$ cat config.mk
export PLATFORM = sky130hd
export DESIGN_NAME = mat_mult_2x2_arbiter_flat
export DESIGN_NICKNAME = d
export VERILOG_FILES = /design/src/rtl/mat_mult_2x2_arbiter_if.sv /design/src/rtl/mat_mult_2x2_arbiter.sv /design/src/flat_wrapper.sv
export SDC_FILE = /design/constraint.sdc
export NUM_CORES = 1
export LEC_CHECK = 0
export BUFFER_PORTS_ARGS = -buffer_cell sky130_fd_sc_hd__buf_4
export CORE_AREA = 3 3 360 362
export CTS_CLUSTER_DIAMETER = 30
export DETAILED_ROUTE_END_ITERATION = 8
export DIE_AREA = 0 0 363 365
export GPL_ROUTABILITY_DRIVEN = 0
export GPL_TIMING_DRIVEN = 0
export MAX_ROUTING_LAYER = met4
export SYNTH_ARGS = -nofsm -noshare
export SYNTH_HDL_FRONTEND = slang
export SYNTH_SLANG_ARGS = --single-unit
$ cat constraint.sdc
create_clock -name clk -period 4.7 [get_ports clk]
set_input_delay 0.235 -clock clk [delete_from_list [all_inputs] [get_ports clk]]
set_output_delay 0.235 -clock clk [all_outputs]
set_load 0.005 [all_outputs]
$ cat src/rtl/mat_mult_2x2_arbiter_if.sv
// Bundles the requester, multiplier and response signals of the 2x2 matrix-multiply
// arbiter. The master view belongs to the arbiter. The slave view belongs to the
// client engines and the multiplier that surround it.
interface mat_mult_2x2_arbiter_if #(
  parameter int NREQ = 4,
  parameter int IDW  = 2
);
  logic                 en;
  logic [NREQ-1:0]      req_valid;
  logic [NREQ-1:0]      req_ready;
  logic [NREQ*128-1:0]  req_data;
  logic                 mm_start;
  logic [15:0]          mm_a, mm_b, mm_c, mm_d, mm_e, mm_f, mm_g, mm_h;
  logic [31:0]          mm_w, mm_x, mm_y, mm_z;
  logic                 mm_done;
  logic                 rsp_valid;
  logic [IDW-1:0]       rsp_id;
  logic [31:0]          rsp_w, rsp_x, rsp_y, rsp_z;
  logic [IDW:0]         inflight;
  logic                 err;

  modport master (
    input  en, req_valid, req_data, mm_w, mm_x, mm_y, mm_z, mm_done,
    output req_ready, mm_start, mm_a, mm_b, mm_c, mm_d, mm_e, mm_f, mm_g, mm_h,
    output rsp_valid, rsp_id, rsp_w, rsp_x, rsp_y, rsp_z, inflight, err
  );

  modport slave (
    output en, req_valid, req_data, mm_w, mm_x, mm_y, mm_z, mm_done,
    input  req_ready, mm_start, mm_a, mm_b, mm_c, mm_d, mm_e, mm_f, mm_g, mm_h,
    input  rsp_valid, rsp_id, rsp_w, rsp_x, rsp_y, rsp_z, inflight, err
  );
endinterface

$ cat src/rtl/mat_mult_2x2_arbiter.sv
// Round-robin scheduler for one shared pipelined 2x2 multiplier. It accepts at most
// one job per cycle and forwards the job's operands to the multiplier. Each job's
// requester ID travels down a tag pipe that lines up with mm_done, so every result
// comes back tagged with the requester that issued it.
module mat_mult_2x2_arbiter #(
  parameter int NREQ = 4,
  parameter int IDW  = 2,
  parameter int LAT  = 3
) (
  input  logic                   clk,
  input  logic                   reset,
  mat_mult_2x2_arbiter_if.master bus
);

  logic [IDW-1:0]  r_rr_ptr;
  logic [NREQ-1:0] w_grant;
  logic [IDW-1:0]  w_win;
  logic            w_any;
  logic [127:0]    w_job;
  logic            r_mm_start;
  logic [127:0]    r_mm_ops;
  // Each tag is {valid, id}. Stage 0 lines up with mm_start and stage LAT with mm_done.
  logic [IDW:0]    r_tag [LAT+1];
  logic            w_tag_valid;
  logic [IDW-1:0]  w_tag_id;
  logic            w_capture;
  logic            r_rsp_valid;
  logic [IDW-1:0]  r_rsp_id;
  logic [31:0]     r_rsp_w, r_rsp_x, r_rsp_y, r_rsp_z;
  logic [IDW:0]    r_inflight;
  logic            r_err;

  // Winner is the first valid requester at or after rr_ptr, wrapping modulo NREQ.
  always_comb begin
    w_grant = '0;
    w_win   = '0;
    w_any   = 1'b0;
    if (bus.en) begin
      for (int i = 0; i < NREQ; i++) begin
        if (!w_any && bus.req_valid[(int'(r_rr_ptr) + i) % NREQ]) begin
          w_any = 1'b1;
          w_win = IDW'((int'(r_rr_ptr) + i) % NREQ);
        end
      end
      if (w_any) w_grant[w_win] = 1'b1;
    end
  end

  assign w_job       = bus.req_data[w_win*128 +: 128];
  assign w_tag_valid = r_tag[LAT][IDW];
  assign w_tag_id    = r_tag[LAT][IDW-1:0];
  assign w_capture   = bus.mm_done && w_tag_valid;

  // Launch the accepted job into the multiplier and advance the round-robin pointer.
  always_ff @(posedge clk or negedge reset) begin
    if (!reset) begin
      r_mm_start <= 1'b0;
      r_mm_ops   <= '0;
      r_rr_ptr   <= '0;
    end else begin
      r_mm_start <= w_any;
      if (w_any) begin
        r_mm_ops <= w_job;
        r_rr_ptr <= IDW'((int'(w_win) + 1) % NREQ);
      end
    end
  end

  // The tag pipe shifts every cycle, so its output valid coincides with mm_done of the same job.
  always_ff @(posedge clk or negedge reset) begin
    if (!reset) begin
      for (int k = 0; k <= LAT; k++) r_tag[k] <= '0;
    end else begin
      r_tag[0] <= w_any ? {1'b1, w_win} : '0;
      for (int k = 1; k <= LAT; k++) r_tag[k] <= r_tag[k-1];
    end
  end

  // Register a tagged response. The rsp_* data fields hold their value between responses.
  always_ff @(posedge clk or negedge reset) begin
    if (!reset) begin
      r_rsp_valid <= 1'b0;
      r_rsp_id    <= '0;
      r_rsp_w     <= '0;
      r_rsp_x     <= '0;
      r_rsp_y     <= '0;
      r_rsp_z     <= '0;
    end else begin
      r_rsp_valid <= w_capture;
      if (w_capture) begin
        r_rsp_id <= w_tag_id;
        r_rsp_w  <= bus.mm_w;
        r_rsp_x  <= bus.mm_x;
        r_rsp_y  <= bus.mm_y;
        r_rsp_z  <= bus.mm_z;
      end
    end
  end

  // A job counts as in flight from its grant until the cycle its response is presented.
  always_ff @(posedge clk or negedge reset) begin
    if (!reset) begin
      r_inflight <= '0;
    end else begin
      case ({w_any, r_rsp_valid})
        2'b10:   r_inflight <= r_inflight + (IDW+1)'(1);
        2'b01:   r_inflight <= r_inflight - (IDW+1)'(1);
        default: r_inflight <= r_inflight;
      endcase
    end
  end

  // Any disagreement between mm_done and the tag pipe sets the sticky error flag.
  always_ff @(posedge clk or negedge reset) begin
    if (!reset) r_err <= 1'b0;
    else        r_err <= r_err | (bus.mm_done ^ w_tag_valid);
  end

  assign bus.req_ready = w_grant;
  assign bus.mm_start  = r_mm_start;
  assign bus.mm_a      = r_mm_ops[127:112];
  assign bus.mm_b      = r_mm_ops[111:96];
  assign bus.mm_c      = r_mm_ops[95:80];
  assign bus.mm_d      = r_mm_ops[79:64];
  assign bus.mm_e      = r_mm_ops[63:48];
  assign bus.mm_f      = r_mm_ops[47:32];
  assign bus.mm_g      = r_mm_ops[31:16];
  assign bus.mm_h      = r_mm_ops[15:0];
  assign bus.rsp_valid = r_rsp_valid;
  assign bus.rsp_id    = r_rsp_id;
  assign bus.rsp_w     = r_rsp_w;
  assign bus.rsp_x     = r_rsp_x;
  assign bus.rsp_y     = r_rsp_y;
  assign bus.rsp_z     = r_rsp_z;
  assign bus.inflight  = r_inflight;
  assign bus.err       = r_err;

endmodule

$ cat src/flat_wrapper.sv
// flat-port wrapper written by rule: the top's interface ports become plain ports
module mat_mult_2x2_arbiter_flat 
#(
  parameter int NREQ = 4,
  parameter int IDW  = 2,
  parameter int LAT  = 3
)
  (clk, reset, bus_en, bus_req_valid, bus_req_data, bus_mm_w, bus_mm_x, bus_mm_y, bus_mm_z, bus_mm_done, bus_req_ready, bus_mm_start, bus_mm_a, bus_mm_b, bus_mm_c, bus_mm_d, bus_mm_e, bus_mm_f, bus_mm_g, bus_mm_h, bus_rsp_valid, bus_rsp_id, bus_rsp_w, bus_rsp_x, bus_rsp_y, bus_rsp_z, bus_inflight, bus_err);
  mat_mult_2x2_arbiter_if #(.NREQ(NREQ), .IDW(IDW)) bus_i ();
  input  logic clk;
  input  logic reset;
  input wire logic [$bits(bus_i.en)-1:0] bus_en;
  input wire logic [$bits(bus_i.req_valid)-1:0] bus_req_valid;
  input wire logic [$bits(bus_i.req_data)-1:0] bus_req_data;
  input wire logic [$bits(bus_i.mm_w)-1:0] bus_mm_w;
  input wire logic [$bits(bus_i.mm_x)-1:0] bus_mm_x;
  input wire logic [$bits(bus_i.mm_y)-1:0] bus_mm_y;
  input wire logic [$bits(bus_i.mm_z)-1:0] bus_mm_z;
  input wire logic [$bits(bus_i.mm_done)-1:0] bus_mm_done;
  output wire logic [$bits(bus_i.req_ready)-1:0] bus_req_ready;
  output wire logic [$bits(bus_i.mm_start)-1:0] bus_mm_start;
  output wire logic [$bits(bus_i.mm_a)-1:0] bus_mm_a;
  output wire logic [$bits(bus_i.mm_b)-1:0] bus_mm_b;
  output wire logic [$bits(bus_i.mm_c)-1:0] bus_mm_c;
  output wire logic [$bits(bus_i.mm_d)-1:0] bus_mm_d;
  output wire logic [$bits(bus_i.mm_e)-1:0] bus_mm_e;
  output wire logic [$bits(bus_i.mm_f)-1:0] bus_mm_f;
  output wire logic [$bits(bus_i.mm_g)-1:0] bus_mm_g;
  output wire logic [$bits(bus_i.mm_h)-1:0] bus_mm_h;
  output wire logic [$bits(bus_i.rsp_valid)-1:0] bus_rsp_valid;
  output wire logic [$bits(bus_i.rsp_id)-1:0] bus_rsp_id;
  output wire logic [$bits(bus_i.rsp_w)-1:0] bus_rsp_w;
  output wire logic [$bits(bus_i.rsp_x)-1:0] bus_rsp_x;
  output wire logic [$bits(bus_i.rsp_y)-1:0] bus_rsp_y;
  output wire logic [$bits(bus_i.rsp_z)-1:0] bus_rsp_z;
  output wire logic [$bits(bus_i.inflight)-1:0] bus_inflight;
  output wire logic [$bits(bus_i.err)-1:0] bus_err;
  assign bus_i.en = bus_en;
  assign bus_i.req_valid = bus_req_valid;
  assign bus_i.req_data = bus_req_data;
  assign bus_i.mm_w = bus_mm_w;
  assign bus_i.mm_x = bus_mm_x;
  assign bus_i.mm_y = bus_mm_y;
  assign bus_i.mm_z = bus_mm_z;
  assign bus_i.mm_done = bus_mm_done;
  assign bus_req_ready = bus_i.req_ready;
  assign bus_mm_start = bus_i.mm_start;
  assign bus_mm_a = bus_i.mm_a;
  assign bus_mm_b = bus_i.mm_b;
  assign bus_mm_c = bus_i.mm_c;
  assign bus_mm_d = bus_i.mm_d;
  assign bus_mm_e = bus_i.mm_e;
  assign bus_mm_f = bus_i.mm_f;
  assign bus_mm_g = bus_i.mm_g;
  assign bus_mm_h = bus_i.mm_h;
  assign bus_rsp_valid = bus_i.rsp_valid;
  assign bus_rsp_id = bus_i.rsp_id;
  assign bus_rsp_w = bus_i.rsp_w;
  assign bus_rsp_x = bus_i.rsp_x;
  assign bus_rsp_y = bus_i.rsp_y;
  assign bus_rsp_z = bus_i.rsp_z;
  assign bus_inflight = bus_i.inflight;
  assign bus_err = bus_i.err;
  mat_mult_2x2_arbiter #(.NREQ(NREQ), .IDW(IDW), .LAT(LAT)) u_core (.clk(clk), .reset(reset), .bus(bus_i));
endmodule
## Word-level counts from Yosys, hierarchy flattened

Index checks and enable logic that the tools add are counted.

| word-level totals | value |
|---|---|
| output and inout port bits | 268 |
| register bits | 278 |
| input port bits | 648 |
| word-level logic and storage cells | 79 |

| cells by class | value |
|---|---|
| magnitude comparators | 6 |
| equal/unequal tests | 2 |
| reductions and logical operators | 12 |
| shift-type cells | 1 |
| muxes and demuxes | 32 |
| bitwise logic cells | 5 |
| add/sub/neg operators | 6 |

Operator list:

| kind | number |
|---|---|
| $shiftx A512 B10 Y128 | 1 |
| $mux W1 | 17 |
| $lt A3 B4 Y1 const B | 3 |
| $mux W2 | 6 |
| $bmux W1 S2 | 4 |
| $mux W4 | 2 |
| $lt A2 B3 Y1 const B | 2 |
| $pmux W3 S2 | 1 |
| $reduce_or A2 Y1 | 3 |
| $logic_and A1 B1 Y1 | 5 |
| $add A2 B1 Y2 const B | 2 |
| $add A2 B2 Y2 const B | 2 |
| $add A3 B1 Y3 const B | 1 |
| $and A1 B1 Y1 const A | 3 |
| $logic_not A1 Y1 | 3 |
| $mux W3 | 1 |
| $sub A3 B1 Y3 const B | 1 |
| $demux W1 S2 | 1 |
| $eq A2 B1 Y1 const B | 1 |
| $eq A2 B2 Y1 const B | 1 |
| $ge A2 B1 Y1 const B | 1 |
| $reduce_bool A2 Y1 | 1 |
| $or A1 B1 Y1 | 1 |
| $xor A1 B1 Y1 | 1 |

## Depth between registers and ports, before layout

| depth | value |
|---|---|
| depth after elaboration | 23 |
| depth in mapped cells | 8 |
| gate-level depth less buffers | 7 |

## Worst setup path before layout

OpenSTA, ideal clock, no wires.

| path | value |
|---|---|
| path kind | input -> register |
| start point | in bus_req_valid[1] |
| end point | reg u_core.r_inflight[2], in the netlist u_core.bus.inflight[2] |
| stages on the path | 7 |
| setup time | 0.079 ns |
| slack | 2.798 ns |
| arrival | 1.823 ns |
| path buffers | 0 |
| data required time | 4.621 ns |
| cell sequence | o41ai_4 ha_1 inv_1 fa_1 xor2_1 nor2_1 xor2_1 |

| between the ends | value |
|---|---|
| cells in the longest elaborated chain, start to end | 19 |
| elaborated cells between the ends (all ways) | 30 |
| those cells by class | eq/ne (2); mux (21); reduce/logical (7) |

Ends and longest elaborated chain:

| element | RTL line | text |
|---|---|---|
| start: declaration | flat_wrapper.sv:13 | `input wire logic [$bits(bus_i.req_valid)-1:0] bus_req_valid;` |
| $bmux W1 S2 | mat_mult_2x2_arbiter.sv:40 | `if (!w_any && bus.req_valid[(int'(r_rr_ptr) + i) % NREQ]) begin` |
| $mux W1 (not written as such) | mat_mult_2x2_arbiter.sv:40 |  |
| $mux W1 | mat_mult_2x2_arbiter.sv:40 |  |
| $mux W1 | mat_mult_2x2_arbiter.sv:38 | `if (bus.en) begin` |
| $logic_not A1 Y1 | mat_mult_2x2_arbiter.sv:40 |  |
| $logic_and A1 B1 Y1 | mat_mult_2x2_arbiter.sv:40 |  |
| $mux W1 | mat_mult_2x2_arbiter.sv:40 |  |
| $mux W1 | mat_mult_2x2_arbiter.sv:38 |  |
| [... 2 more ...] | - |  |
| $mux W1 | mat_mult_2x2_arbiter.sv:40 |  |
| $mux W1 | mat_mult_2x2_arbiter.sv:38 |  |
| $logic_not A1 Y1 | mat_mult_2x2_arbiter.sv:40 |  |
| $logic_and A1 B1 Y1 | mat_mult_2x2_arbiter.sv:40 |  |
| $mux W1 * | mat_mult_2x2_arbiter.sv:40 |  |
| $mux W1 * (2 in series) | mat_mult_2x2_arbiter.sv:38 |  |
| $eq A2 B1 Y1 / $eq A2 B2 Y1 (equally long branches) | mat_mult_2x2_arbiter.sv:105 | `case ({w_any, r_rsp_valid})` |
| $pmux W3 S2 / $reduce_bool A2 Y1 (equally long branches) | - |  |
| end signal: assignment | mat_mult_2x2_arbiter.sv:106 | `2'b10: r_inflight <= r_inflight + (IDW+1)'(1);` |
| end signal: assignment | mat_mult_2x2_arbiter.sv:107 | `2'b01: r_inflight <= r_inflight - (IDW+1)'(1);` |
| end signal: assignment | mat_mult_2x2_arbiter.sv:108 | `default: r_inflight <= r_inflight;` |
| end: declaration | mat_mult_2x2_arbiter.sv:30 | `logic [IDW:0] r_inflight;` |

Mark *: on every way between the ends. The rest lies on a longest branch, timed or not. The select of a mux whose other input is x is not followed.
A chain may end at the register's enable or synchronous reset.

## Worst setup path in the final report

| path | value |
|---|---|
| start point | reg u_core.r_rr_ptr[0] |
| end point | reg u_core.r_mm_ops[1] |

| between the ends | value |
|---|---|
| cells in the longest elaborated chain, start to end | 18 |
| elaborated cells between the ends (all ways) | 36 |
| those cells by class | add/sub (3); shift (1); mux (26); reduce/logical (6) |

Ends and longest elaborated chain:

| element | RTL line | text |
|---|---|---|
| start: declaration | mat_mult_2x2_arbiter.sv:15 | `logic [IDW-1:0] r_rr_ptr;` |
| start signal: assignment | mat_mult_2x2_arbiter.sv:64 | `r_rr_ptr <= IDW'((int'(w_win) + 1) % NREQ);` |
| parallel branches: the longest is 18 deep, another holds $add A2 B1 Y2 | - |  |
| end signal: assignment | mat_mult_2x2_arbiter.sv:63 | `r_mm_ops <= w_job;` |
| end: declaration | mat_mult_2x2_arbiter.sv:21 | `logic [127:0] r_mm_ops;` |

Parallel ways; which one is timed is not known. The select of a mux whose other input is x is not followed.

==> flow_summary.json <==
{
  "tritoncts": "built",
  "initial_utilization": 0.113,
  "seqPwrFrac": 0.211,
  "worstReg2RegStart": "u_core.r_rr_ptr[0]",
  "htree_levels": 3,
  "relSlewSlack": 0.151,
  "cp_data_arrival_time_ps": 4630,
  "power.density_nw_per_um2": 543,
  "tightestPinTransition_ps": 1270,
  "crit_fanout": 11,
  "power.share.clock": 0.393,
  "power_leakage_uw": 0.0142,
  "outcome": "finished clean",
  "period_share": 0.871,
  "first_pass_iters": 6,
  "die_height_um": 365,
  "syn_area_per_cell_sq_um": 10.7,
  "first_iter_violations": 1388,
  "ys_seq_area_frac": 0.481,
  "layout-drive-gt1-share": 0.450,
  "switching_power_uw": 5970,
  "synthAdderAreaFrac": 0.00313,
  "clock.fmax_ghz": 0.244,
  "worstSetupStartpointType": "flip-flop",
  "setup.worst_path.end": "u_core.r_mm_ops[1]",
  "syn-cell-area_sq_um": 14400,
  "synth_cell_types": 33,
  "overflow": 0,
  "power.share.switching": 0.348,
  "grt_max_degree": 103,
  "gr-usage-all-layers": 0.194,
  "muxShareOfSynthArea": 0.191,
  "die_w_um": 363,
  "core_area_sq_um": 127000,
  "grt_first_pass_wirelength_um": 167000,
  "synth_most_common_cell": "dfrtp_1",
  "timing.rr.end": "u_core.r_mm_ops[1]",
  "finalNonFillerCells": 4604,
  "synth_edf_count": 0,
  "async_flop_share": 1.00,
  "synth_top_area_frac": 0.481,
  "post_cts_buffers": 0,
  "worstSetupStartpoint": "u_core.r_rr_ptr[0]",
  "synth-seq-cells": 277,
  "endpoint_kind": "flip-flop",
  "p_int_uw": 11200,
  "synthXorXnorAreaFrac": 0.00243,
  "detail-route-antenna-nets": 0,
  "crit_path_cell_trace": "nor2b_1 > o21ai_1 > clkbuf_2 > clkbuf_1 > a31oi_1 > a211oi_1 > dlygate4sd3_1 > a211oi_1 > dlygate4sd3_1",
  "clock_tree.root_cell": "clkbuf_16",
  "synth_compound_area_frac": 0.206,
  "grt_pass1_vias": 19000,
  "skew_ps": 40.4,
  "synthCells": 1344,
  "clk_path_buf_depth": 3,
  "totalWireLength_um": 132000,
  "num_rows": 131,
  "path_delay_family": "buffers and inverters",
  "crit_type": "reg -> reg",
  "numCtsBuffers": 92,
  "hold_violations": 0,
  "dpl.cell_count": 3924,
  "final.min_clock_period_ps": 4090,
  "critical-path-max-stage-delay_ps": 840,
  "ys_top_cells_by_area": "dfrtp_1, a211oi_1, mux2_2, mux2i_1, a31oi_1",
  "drv_cap": 0,
  "syn_nets": 1995,
  "clock_latency_ps": 650,
  "ys.flop_type": "dfrtp_1",
  "peakVddDrop_uv": 304,
  "routedWlPerCell_um": 28.6,
  "clk_pin_slew_ps": 40,
  "synthSimpleGateAreaFrac": 0.0413,
  "synth_common_cells": "dfrtp_1, a211oi_1, nor2_1",
  "hp-class": "in -> reg",
  "die_area_sq_um": 132000,
  "yosys.area.top_type": "dfrtp_1",
  "rsz0062_at_grt": "false",
  "yosysWarnings": 0,
  "dpl.hpwl_um": 107000,
  "io_pins": 916,
  "nets": 3467,
  "portBuffers": 915,
  "required_ps": 5240,
  "reg2reg_setup_slack_ps": 610,
  "final_max_slew_viol_count": 0,
  "setup-tns-final_ps": 0,
  "setup_viol": 0,
  "cts_num_sinks": 277,
  "cp_num_buf_inv": 4,
  "reg2regPathDepth": 9,
  "syn_to_final_growth_pct": 119,
  "cpMaxStageDelayCell": "clkbuf_1",
  "worst-path-stages": 9,
  "num_vias": 18600,
  "route.detailed.drc": 0,
  "antenna_found_initial": 64,
  "synth_top_family_by_area": "compound AO/OA/AOI/OAI gates",
  "p_comb_frac": 0.395,
  "viasPerCell": 4.04
}
## state kept, by name (all words and copies together) (netlist names), 3 cells and up
name and flops:
u_core.bus.inflight 3, u_core.bus.rsp_w 32, u_core.bus.rsp_x 32, u_core.bus.rsp_y 32, u_core.bus.rsp_z 32, u_core.r_mm_ops 128, u_core.r_tag 11
## timing repair
action | CTS | global route
hold endpoints to repair | 338 | 0
hold buffers | 460 | 0
gates resized for setup | 0 | 0
## through the flow
step	hold slack, ps	utilization	setup WS [ps]	instance area [sq um]	total power [uW]
2_1_floorplan	-60.6	-	2800	14400	5770
3_3_place_gp	338	0.184	299	23300	9140
3_5_place_dp	301	0.184	967	23400	9200
4_1_cts	4.26	0.247	604	31400	17200
6_report	83.0	0.248	609	31500	17100
5_1_grt	48.7	0.248	456	31500	17800
## layout make-up
cell class / count / area, sq um
inverter: 133 / 499
tap: 1662 / 2080
antenna: 50 / 125
timing repair buffer: 1378 / 11500
multi-input combinational: 808 / 6390
clock inverter: 55 / 827
clock buffer: 115 / 2560
sequential: 277 / 6930
fill: 13500 / 95500
buffer: 126 / 586
## cell families (layout without fill, tap and decap cells)
group           Yosys count  count (layout)
compound gates          391             391
xor+xnor                  4               4
fa+ha+maj                 3               3
buf+inv                 259            1807
flops                   277             277
mux                     259             259
other cells               0              50
simple gates            151             151
## metal layers
layer  share of wire  track usage  vias to the layer above
met5               0            -                        -
met4           0.043       0.0917                        0
met3           0.091       0.0568                      238
met2            0.44        0.288                     1199
met1            0.42        0.241                     9205
li1                -            -                     7960
## layout by cell type, fill, tap and decap left out, types with 3 or more instances in the layout
| cell type | Yosys | routed |
|---|---|---|
| mux2_2 | 130 | 130 |
| clkbuf_1 | 73 | 75 |
| dlygate4sd3_1 | 0 | 460 |
| a211oi_2 | 34 | 34 |
| nor2_1 | 136 | 136 |
| nand2_1 | 4 | 4 |
| clkinvlp_4 | 0 | 8 |
| mux2i_1 | 129 | 129 |
| clkinv_2 | 0 | 21 |
| dfrtp_1 | 277 | 277 |
| buf_2 | 31 | 31 |
| buf_4 | 11 | 925 |
| diode_2 | 0 | 50 |
| inv_1 | 131 | 131 |
| a31oi_1 | 128 | 128 |
| clkbuf_2 | 0 | 5 |
| clkbuf_16 | 0 | 93 |
| clkbuf_8 | 0 | 15 |
| a211oi_1 | 222 | 222 |
| buf_1 | 7 | 7 |
| buf_6 | 3 | 4 |
| clkinv_4 | 0 | 3 |
| nor2b_1 | 4 | 4 |
| bufinv_16 | 0 | 17 |
## worst min-delay path by stage
| stage | start | to | slack (ps) | cells past startpoint |
|---|---|---|---|---|
| 6_report | bus_req_data[108] | u_core.r_mm_ops[108] | 80 | 5 |
| 5_1_grt | bus_req_data[226] | u_core.r_mm_ops[98] | 50 | 3 |
| 4_1_cts | bus_req_data[265] | u_core.r_mm_ops[9] | 4 | 3 |
| 3_5_place_dp | reset | u_core.bus.rsp_x[2] | 300 | 1 |
| 3_3_place_gp | u_core.r_tag[3] | u_core.r_tag[0] | 340 | 0 |
| 2_1_floorplan | reset | u_core.bus.err | -60 | 0 |
## worst register-to-register path, cell delays in order (launching register included)
cell	delay, ps
dfrtp_1	420
nor2b_1	90
o21ai_1	280
clkbuf_2	710
clkbuf_1	860
a31oi_1	210
a211oi_1	200
dlygate4sd3_1	580
a211oi_1	40
dlygate4sd3_1	580
## power by group through the flow
stage                     logic (uW)  clock network [uW]  registers [uW]
after floorplan                 2200                   0            3570
after global placement          5540                   0            3600
after detailed placement        5600                   0            3610
after CTS                       6730                6840            3600
after global routing            7130                6980            3690
final                           6780                6740            3620
Power figures use the tool's default switching activity.
